### config.mk
export PLATFORM = sky130hd
export DESIGN_NAME = dst_stream_out
export DESIGN_NICKNAME = d
export VERILOG_FILES = /design/src/rtl/dst_stream_out.sv
export SDC_FILE = /design/constraint.sdc
export NUM_CORES = 1
export LEC_CHECK = 0
export ABC_AREA = 1
export CAP_MARGIN = 20
export CORE_UTILIZATION = 48
export DETAILED_ROUTE_END_ITERATION = 16
export PLACE_DENSITY = 0.77
export SLEW_MARGIN = 20
export SYNTH_ARGS = -nofsm -noshare
export SYNTH_HDL_FRONTEND = slang
export SYNTH_SLANG_ARGS = --single-unit
export TNS_END_PERCENT = 100
### constraint.sdc
create_clock -name clk -period 3.08 [get_ports clk]
set_clock_uncertainty 0.05 [all_clocks]
set_input_delay 0.616 -clock clk [delete_from_list [all_inputs] [get_ports clk]]
set_output_delay 0.616 -clock clk [all_outputs]
set_load 0.03 [all_outputs]
### src/rtl/dst_stream_out.sv
// Generic synchronous FIFO: push/pop in the same cycle allowed, head visible combinationally.
// Latency: a pushed word is at the head the cycle after the push when the FIFO was empty.
// Backpressure: none internally; the caller must never push when full or pop when empty.
module sync_fifo #(
  parameter int DW    = 32,
  parameter int DEPTH = 2,
  localparam int PW   = (DEPTH > 1) ? $clog2(DEPTH) : 1,
  localparam int CW   = $clog2(DEPTH + 1)
) (
  input  logic          clk,
  input  logic          reset,
  input  logic          push,
  input  logic [DW-1:0] push_dat,
  input  logic          pop,
  output logic [DW-1:0] head_dat,
  output logic [CW-1:0] cnt
);
  logic [DW-1:0] mem [DEPTH];
  logic [PW-1:0] wr_ptr;
  logic [PW-1:0] rd_ptr;

  function automatic logic [PW-1:0] ptr_inc(input logic [PW-1:0] p);
    return (p == PW'(DEPTH - 1)) ? '0 : p + PW'(1);
  endfunction

  always_ff @(posedge clk) begin
    if (reset) begin
      wr_ptr <= '0;
      rd_ptr <= '0;
      cnt    <= '0;
    end else begin
      if (push) wr_ptr <= ptr_inc(wr_ptr);
      if (pop)  rd_ptr <= ptr_inc(rd_ptr);
      case ({push, pop})
        2'b10:   cnt <= cnt + CW'(1);
        2'b01:   cnt <= cnt - CW'(1);
        default: ;
      endcase
    end
  end

  // Storage needs no reset; occupancy is tracked by cnt.
  always_ff @(posedge clk) begin
    if (push) mem[wr_ptr] <= push_dat;
  end

  assign head_dat = mem[rd_ptr];
endmodule

// Drains a contiguous dst_buf address range (wrapping at the top) into a valid/ready stream with last.
// Latency: start -> first read 1 cycle, first m_valid 3 cycles, then 1 word/cycle with m_ready high.
// Backpressure: at most 2 words buffered or in flight; reads pause until a pop frees a slot.
module dst_stream_out #(
  parameter int AW = 12,
  parameter int DW = 32
) (
  input  logic          clk,
  input  logic          reset,
  input  logic          start,
  input  logic [AW-1:0] base,
  input  logic [AW:0]   len,
  output logic          busy,
  output logic          done,
  output logic          dst_v,
  output logic [AW-1:0] dst_a,
  input  logic [DW-1:0] dst_d,
  output logic          m_valid,
  input  logic          m_ready,
  output logic [DW-1:0] m_data,
  output logic          m_last
);
  localparam int LW = AW + 1;

  typedef enum logic [1:0] {IDLE, RUN, FIN} state_t;

  state_t        state;
  state_t        state_nxt;
  logic [AW-1:0] base_r;
  logic [LW-1:0] len_r;
  logic [LW-1:0] rd_cnt;
  logic [LW-1:0] out_cnt;
  logic          inflight;
  logic          pop;
  logic          last_pop;
  logic [1:0]    fifo_cnt;
  logic [2:0]    occ;
  logic [DW-1:0] head_dat;

  assign pop      = m_valid & m_ready;
  // Slots committed next cycle: buffered + the read landing now - the word leaving now.
  assign occ      = {1'b0, fifo_cnt} + {2'b00, inflight} - {2'b00, pop};
  assign last_pop = pop && (out_cnt == len_r - LW'(1));

  assign m_valid  = (fifo_cnt != 2'd0);
  assign m_data   = m_valid ? head_dat : '0;
  assign m_last   = m_valid && (out_cnt == len_r - LW'(1));

  always_comb begin
    state_nxt = state;
    busy      = 1'b0;
    done      = 1'b0;
    dst_v     = 1'b0;
    dst_a     = '0;
    case (state)
      IDLE: begin
        if (start) state_nxt = (len == '0) ? FIN : RUN;
      end
      RUN: begin
        busy = 1'b1;
        if ((rd_cnt < len_r) && (occ < 3'd2)) begin
          dst_v = 1'b1;
          dst_a = base_r + rd_cnt[AW-1:0];
        end
        if (last_pop) state_nxt = FIN;
      end
      FIN: begin
        busy      = 1'b1;
        done      = 1'b1;
        state_nxt = IDLE;
      end
      default: state_nxt = IDLE;
    endcase
  end

  always_ff @(posedge clk) begin
    if (reset) begin
      state    <= IDLE;
      base_r   <= '0;
      len_r    <= '0;
      rd_cnt   <= '0;
      out_cnt  <= '0;
      inflight <= 1'b0;
    end else begin
      state    <= state_nxt;
      inflight <= dst_v;
      if ((state == IDLE) && start) begin
        base_r  <= base;
        len_r   <= len;
        rd_cnt  <= '0;
        out_cnt <= '0;
      end else begin
        if (dst_v) rd_cnt  <= rd_cnt + LW'(1);
        if (pop)   out_cnt <= out_cnt + LW'(1);
      end
    end
  end

  // Read data is only guaranteed the cycle after dst_v, so it is captured right then.
  sync_fifo #(
    .DW   (DW),
    .DEPTH(2)
  ) u_fifo (
    .clk     (clk),
    .reset   (reset),
    .push    (inflight),
    .push_dat(dst_d),
    .pop     (pop),
    .head_dat(head_dat),
    .cnt     (fifo_cnt)
  );
endmodule

==> key figures, run 1 <==
Logic synthesis
  – Sequential-to-total area share from yosys stat: around half
  – Cell count after synthesis: between 700 and 800
  – Post-Synth Simple-Gate Area: ~22%
  – Largest family of logic cells by synthesized area: simple AND/OR/NAND/NOR gates
  – Post-Synth Adder-Cell Area: under 10%
  – Post-synthesis mux area share: 0%
  – Yosys top cell by area: edfxtp_1
  – Ys flop type: edfxtp_1
  – Syn Std Cell Area: between 0.006 and 0.007 mm²
  – EDFF count, synth: 64
  – Post-synthesis xor/xnor area fraction: ~3.4%
  – YS warnings: 0
  – Top cell type's share of synthesized area: between 30% and 40%
  – Count of cell types in the netlist: 40
  – Flops & latches, synth: around 120
  – Net Count, Synth: approximately 840
  – Synth Area in Compound Gates: roughly an eighth
  – Async SR Flop Fraction: 0%
  – Largest cells by area after synthesis: edfxtp_1 (31%), dfxtp_1 (19%), nand2_1 (11%)
  – Syn_area_per_cell: between 8 and 9 µm²

Worst setup path
  – R2r endpoint: rd_cnt[3]$_SDFFE_PP0P_
  – Setup CP Type: register to output pin
  – Worst EP required: 2.41 ns
  – Worst reg2reg startpoint: u_fifo.cnt[0]$_SDFFE_PP0P_
  – Setup crit start kind: register
  – Crit. End Element: output pin
  – Critical Path AT: between 2 and 3 ns
  – Depth of the worst register-to-register path: 16
  – Reg2Reg Setup Slack: ~0.6 ns
  – CP Max Fanout: 13

Detailed routing
  – DRT Pass-1 Iters: 6
  – Iter 0 DRT Violations: around 340
  – Antenna-violating nets left: 0
  – Drc violations: 0
  – Drt wl/cell: 15.1 µm
  – Vias: between 5000 and 6000
  – Vias/cell: 5.26
  – Total Wirelength: ~16000 µm

Hold path
  – Type of the tightest min-delay check: register to register
  – WHS Endpoint: u_fifo.rd_ptr$_SDFFE_PP0P_
  – Worst Hold Depth: 1
  – Min-delay src: u_fifo.rd_ptr$_SDFFE_PP0P_

Die
  – Core area: about 0.013 mm²
  – I/O pin count: between 100 and 150
  – Die area: about 0.013 mm²
  – Die height: around 120 µm
  – Cell Rows: 41
  – Initial Util: 49.2%
  – Die Wd: 116 µm

Status
  – Status: complete, but fails checks
  – Failing checks: setup timing

STA
  – Final TNS setup: -2.22 ns
  – Final setup fails: 13
  – Count of final max-slew check failures: 0
  – Max_slew headroom: roughly 54%
  – Setup slack after layout: -0.198 ns
  – Fin crit share: 106%
  – Worst Tran Pin Value: 0.683 ns
  – RSZ-0062 raised after global routing: yes
  – Max Freq: between 300 and 400 MHz
  – Fin. Hold Viols: 0
  – Tmin final: ~3.3 ns

Clock tree
  – CTS Hold Bufs: 0
  – Clk buf depth: 2
  – Root buf cell: clkbuf_16
  – Clk Latency, worst-skew pair: approximately 0.4 ns
  – Clk slew on worst S/H paths: about 0.060 ns
  – TritonCTS clock tree: done
  – CTS HTree Levels: 4
  – CTS Buf Count: 17
  – Clock sinks: 123

Place
  – Detailed Place HPWL: 11200 µm
  – I/O Buffers: around 110
  – Cells after DPL: roughly 1000
  – Placer Congestion: around 0.92
  – Worst slack, placed: -0.488 ns

Power
  – Leakage power: 3.28 nW
  – Power Density: 629 mW/mm²
  – Maximum vdd drop: 0.298 mV
  – Total Power: 5.31 mW

Final layout
  – Antenna diodes: 0
  – Synthesis-to-layout area growth: 36.1%
  – Layout net count: approximately 970
  – Most frequent cells in the layout: nand2_1 (188), clkdlybuf4s50_1 (94), a21oi_1 (90), nor2_1 (67), edfxtp_1 (64)
  – Layout cells sized above 1: 13.3%
  – Commonest non-fill, non-tap cell in the layout: nand2_1
  – Fillcell total: ~980
  – Fin cells: 1057

Global route
  – Total GRT Usage: between 20% and 30%
  – Vias in the first global route: roughly 5600
  – First-pass GRT wire length: approximately 25000 µm
  – Initial antenna violation count: 0
  – GRT overflow: 0
  – Largest net degree at the start of global routing: 40

Job
  – Max Cap Viol: 0
==> state kept, by name (all words and copies together) (netlist names), named ones only <==
register	count
len_r	13
state	2
u_fifo.rd_ptr	1
rd_cnt	13
u_fifo.mem	64
inflight	1
u_fifo.cnt	2
out_cnt	13
base_r	12
u_fifo.wr_ptr	1
==> stage by stage <==
stage / cell area [µm²] / util (%) / hold WS, ns
finish: 8440 / 66.9 / 0.425
global route: 8440 / 66.9 / 0.454
CTS: 8410 / 66.6 / 0.430
detailed placement: 7690 / 60.9 / 0.415
global placement: 7690 / 60.9 / 0.385
floorplan: 6380 / - / 0.376
==> worst max-delay path by stage <==
stage	from	endpoint	slack (ns)
after floorplan	u_fifo.cnt[1]$_SDFFE_PP0P_	dst_a[9]	-0.07
after global placement	m_ready	dst_a[9]	-0.45
after detailed placement	m_ready	dst_a[11]	-0.49
after CTS	u_fifo.cnt[0]$_SDFFE_PP0P_	dst_a[11]	-0.20
after global routing	u_fifo.cnt[0]$_SDFFE_PP0P_	dst_a[6]	-0.28
final	u_fifo.cnt[0]$_SDFFE_PP0P_	dst_a[8]	-0.20
==> layer usage <==
metal  GRT usage, %  share of wire, %
met5              0                 0
met4           12.3               3.7
met3           5.18               3.6
met2           45.8                53
met1           26.4                40
==> layout make-up <==
| class | count | area (µm²) | share of cell area (%) |
|---|---|---|---|
| multi-input cells | 532 | 2960 | 35.1 |
| well taps | 172 | 215 | 2.55 |
| repair buffers | 133 | 1260 | 14.9 |
| clock inverters | 15 | 205 | 2.43 |
| clock buffers | 17 | 425 | 5.04 |
| inverters | 65 | 259 | 3.07 |
| flip-flops and latches | 123 | 3110 | 36.9 |
==> power breakdown <==
part / internal [mW] / total, mW / switching (mW)
logic: 0.505 / 1.31 / 0.802
registers: 1.82 / 1.89 / 0.0683
clock network: 1.31 / 2.11 / 0.799
total: 3.64 / 5.31 / 1.67
==> timing repair <==
| item | in CTS | in global routing |
|---|---|---|
| gates resized for setup | 20 | 9 |
| pin swaps | 5 | 1 |
| endpoints found under the setup margin | 14 | 14 |
| setup buffers | 4 | 2 |
| cloned | 0 | 0 |
==> logic make-up (layout without fill, tap and decap cells) <==
family | Yosys count | in the layout
buf+inv | 87 | 230
flops | 123 | 123
xor+xnor | 24 | 24
compound gates | 148 | 148
fa+ha+maj | 33 | 33
simple gates | 327 | 327
==> Yosys cell counts, types with 2 or more instances <==
cell and n:
buf_2 2, nor3_1 11, nand2_1 190, nor4_1 2, ha_1 31, fa_1 2
nand4_1 3, edfxtp_1 64, inv_2 9, a21o_1 2, o21ai_0 39, inv_1 54
clkbuf_1 19, xnor2_1 14, nand3_1 27, nor2_1 80, a21oi_1 94, nor2_2 3
dfxtp_1 59, xor2_1 10, o21ai_1 6, nand3b_1 3
==> worst max-delay path: stages (launching register included) <==
cell and delay, ns:
dfxtp_4 0.35, nor2_4 0.13, inv_4 0.05, nand2_4 0.07, clkinv_4 0.06, ha_4 0.27
nor2_4 0.03, fa_2 0.34, xnor2_1 0.17, nor2_4 0.11, nand4_4 0.14, buf_6 0.22
nor2_4 0.11, buf_4 0.16
(Power assumes the default switching activity.)
==> run 2, diff against run 1 <==
--- a/config.mk
+++ b/config.mk
@@ -5,11 +5,10 @@
 export SDC_FILE = /design/constraint.sdc
 export NUM_CORES = 1
 export LEC_CHECK = 0
-export ABC_AREA = 1
 export CAP_MARGIN = 20
 export CORE_UTILIZATION = 48
 export DETAILED_ROUTE_END_ITERATION = 16
-export PLACE_DENSITY = 0.77
+export PLACE_DENSITY = 0.76
 export SLEW_MARGIN = 20
 export SYNTH_ARGS = -nofsm -noshare
 export SYNTH_HDL_FRONTEND = slang
==> run 2 against run 1 <==
The flow still finishes with violations (setup timing); combinational power grew 16%; via count shrank 6.3%; flip-flop and latch count is the same; clock power shrank 10%; non-clock buffer count grew 23; global-route usage shrank 1.5 points; die area grew 1.9%; worst setup slack lost 0.25 ns; critical path depth grew 1; fmax shrank 7.1%; wire length shrank 4.9%; utilization grew 1.5 points; largest cell class is now multi-input gates.
==> key figures, run 2 <==
Power
  – Maximum vdd drop: 0.374 mV (+25%)
  – Power Density: 606 mW/mm² (-3.6%)
  – Switch share: 30.6% (-0.90 points)
  – Clock power frac: 35.8% (-3.9 points)
  – Pint: 3.66 mW (+0.72%)
  – Combinational power share: 28.7% (+4.1 points)
  – Leakage power: 3.22 nW (-1.9%)
  – Flop pwr share: 35.5% (about the same)
  – Sw Pwr: 1.61 mW (-3.4%)

Place
  – Placer Congestion: 0.927 (+1.1%)
  – Detailed Place HPWL: 10700 µm (-4.3%)
  – I/O Buffers: 109 (unchanged)
  – Cell Area, Placed: 0.00794 mm² (+3.3%)
  – Cells after DPL: 922 (-9.5%)

Detailed routing
  – Vias/cell: 5.39 (+2.6%)
  – Drc violations: 0 (unchanged)
  – DRT Pass-1 Iters: 5 (-1)
  – Vias: 5204 (-6.3%)
  – Antenna-violating nets left: 0 (unchanged)
  – Drt wl/cell: 15.7 µm (+4.2%)
  – Total Wirelength: 15200 µm (-4.9%)
  – Iter 0 DRT Violations: 314 (-6.3%)

Logic synthesis
  – Synth cell count leaders: nor2_1 (87), nand2_1 (77), edfxtp_1 (64)
  – Yosys top cell by area: edfxtp_1
  – Net Count, Synth: 726 (-13%)
  – Cell count after synthesis: 632 (-15%)
  – Syn Std Cell Area: 0.00632 mm² (+1.9%)
  – EDFF count, synth: 64 (unchanged)
  – Sequential-to-total area share from yosys stat: 49.1% (-0.95 points)
  – Count of cell types in the netlist: 62 (+55%)
  – Most frequent cell after synthesis: nor2_1
  – Largest cells by area after synthesis: edfxtp_1 (30%), dfxtp_1 (19%), ha_1 (6.1%)
  – Async SR Flop Fraction: 0% (unchanged)
  – Flops & latches, synth: 123 (unchanged)
  – Ys flop type: edfxtp_1
  – YS warnings: 0 (unchanged)
  – Syn_area_per_cell: 10.0 µm² (+20%)
  – Top cell type's share of synthesized area: 30.4% (-0.59 points)

Clock tree
  – Clk buf depth: 2 (unchanged)
  – CTS HTree Levels: 4 (unchanged)
  – Root buf cell: clkbuf_16
  – Clk Latency, worst-skew pair: 0.42 ns (about the same)
  – Clock sinks: 123 (unchanged)
  – TritonCTS clock tree: done
  – CTS Buf Count: 17 (unchanged)
  – Clk slew on worst S/H paths: 0.05 ns (about the same)

Worst setup path
  – CP top delay family: adder cells
  – Setup CP Type: register to output pin
  – Worst path slowest cell: fa_1
  – Crit path cell chain: nor2_4, inv_4, nand2_8, inv_6, ha_4, nor2_4, fa_1, nor2_2, nand3_2, a221oi_4, o21ai_4, buf_12, nor2_4, buf_6
  – Crit. End Element: output pin
  – Worst EP required: 2.41 ns (about the same)
  – CP Max Fanout: 7 (-6)
  – Setup crit start kind: register
  – CP max stage delay: 0.46 ns (+0.11 ns)
  – Crit path buf inv count: 4 (unchanged)
  – Most Frequent Cell on Critical Path: nor2_4
  – Critical Path AT: 2.86 ns (+0.25 ns)

Die
  – I/O pin count: 110 (unchanged)
  – Die Wd: 117 µm (+0.95%)
  – Core area: 0.0127 mm² (+0.81%)
  – Cell Rows: 41 (unchanged)
  – Die area: 0.0136 mm² (+1.9%)
  – Die height: 117 µm (+0.95%)
  – Initial Util: 49.7% (+0.55 points)

Final layout
  – Synthesis-to-layout area growth: 37.7%
  – Fin cells: 965 (-8.7%)
  – Antenna diodes: 0 (unchanged)
  – Final Cell Area: 0.00871 mm² (+3.1%)
  – Layout net count: 874 (-9.5%)
  – Top reg by flops: u_fifo.mem
  – Commonest non-fill, non-tap cell in the layout: clkdlybuf4s50_1
  – Max reg flops: 64 (unchanged)
  – Most frequent cells in the layout: clkdlybuf4s50_1 (94), nand2_1 (76), nor2_1 (74), edfxtp_1 (64), dfxtp_1 (51)
  – Layout cells sized above 1: 16.9% (+3.6 points)
  – Core Util, Final: 68.4% (+1.5 points)

Status
  – Status: complete, but fails checks
  – Failing checks: setup timing

Hold path
  – Type of the tightest min-delay check: register to register

STA
  – Final setup fails: 15 (+2)
  – Max_slew headroom: 68.6% (+14 points)
  – Fin. Hold Viols: 0 (unchanged)
  – Tmin final: 3.53 ns (+0.250 ns)
  – Worst Tran Pin Value: 0.468 ns (-0.215 ns)
  – Max Freq: 283 MHz (-7.1%)
  – Count of final max-slew check failures: 0 (unchanged)
  – Fin crit share: 115% (+8.1 points)
  – Setup slack after layout: -0.448 ns (-0.250 ns)
  – RSZ-0062 raised after global routing: yes
  – Hold_ws: 0.409 ns (-0.0165 ns)

Global route
  – Initial antenna violation count: 0 (unchanged)
  – Total GRT Usage: 23.2% (-1.5 points)
  – Largest net degree at the start of global routing: 34 (-15%)
  – First-pass GRT wire length: 24100 µm (-5.1%)
  – Vias in the first global route: 5067 (-8.9%)
  – GRT overflow: 0 (unchanged)

Job
  – Max Cap Viol: 0 (unchanged)
[run 2: changes by cell type after synthesis, moves of 7 or more]
cell / delta
o211ai_1: +8
a21oi_1: -48
o21ai_0: -27
mux2i_1: +34
inv_1: -33
xor2_1: +18
nand2_1: -113
nor2_1: +7
nand3_1: -14
[run 2: through the flow]
stage,setup slack [ns],power [mW],setup TNS (ns)
final,-0.448,5.27,-5.74
after global routing,-0.596,5.51,-8.09
after floorplan,-0.365,2.81,-3.20
after CTS,-0.495,5.26,-6.34
after global placement,-0.832,3.30,-14.57
after detailed placement,-0.833,3.33,-14.68
[run 2: cell type report]
| class | count | area (µm²) |
|---|---|---|
| repair buffers | 156 | 1500 |
| clock inverters | 13 | 126 |
| inverters | 24 | 97.6 |
| fillers | 1028 | 4020 |
| multi-input cells | 458 | 3210 |
| clock buffers | 19 | 433 |
| well taps | 172 | 215 |
| flip-flops and latches | 123 | 3120 |
[run 2: worst paths after layout]
kind | slack, ns | start | depth (start not counted) | end
worst min-delay path | 0.41 | base_r[2]$_SDFFE_PP0P_ | 2 | base_r[2]$_SDFFE_PP0P_
worst min register to register | 0.41 | base_r[2]$_SDFFE_PP0P_ | 2 | base_r[2]$_SDFFE_PP0P_
worst max-delay path | -0.45 | u_fifo.cnt[0]$_SDFFE_PP0P_ | 14 | dst_a[6]
worst max register to register | -0.03 | u_fifo.cnt[0]$_SDFFE_PP0P_ | 15 | rd_cnt[11]$_SDFFE_PP0P_
[run 2: power groups by stage]
stage | Combinational, mW | Clock (mW) | Sequential, mW
finish | 1.52 | 1.89 | 1.87
global route | 1.63 | 1.99 | 1.88
CTS | 1.48 | 1.91 | 1.87
detailed placement | 1.43 | 0 | 1.90
global placement | 1.40 | 0 | 1.90
floorplan | 0.918 | 0 | 1.90
[run 2: timing repair]
| action | CTS | global route |
|---|---|---|
| hold endpoints to repair | 0 | 0 |
| setup buffers | 3 | 8 |
| endpoints found under the setup margin | 19 | 16 |
| gates resized for setup | 25 | 12 |
| hold buffers | 0 | 0 |
| pin swaps | 18 | 7 |
[run 2: cell families (layout without fill, tap and decap cells)]
kind of cell / Yosys count / in the layout / share of synthesized area, %
compound gates: 111 / 111 / 11.8
xor+xnor: 47 / 47 / 6.85
fa+ha+maj: 33 / 33 / 6.77
buf+inv: 51 / 212 / 3.28
flops: 123 / 123 / 49.1
mux: 34 / 34 / 5.38
simple gates: 233 / 233 / 16.9
[run 2: layer usage]
layer	vias up	wire length [µm]	GRT usage (%)
met3	30	908	7.05
li1	2524	-	-
met2	170	7490	39.8
met5	-	0	0
met4	0	252	7.76
met1	2480	6530	27.6
[run 2: worst reg2reg max path, stage by stage, from the launching register on]
cell	delay (ns)
dfxtp_2	0.33
nor2_4	0.14
inv_4	0.06
nand2_8	0.06
inv_6	0.04
ha_4	0.26
nor2_4	0.03
fa_1	0.46
nor2_2	0.11
nand3_2	0.10
a221oi_4	0.26
o21ai_4	0.20
buf_4	0.19
buf_6	0.13
or4_1	0.50
a21oi_1	0.15
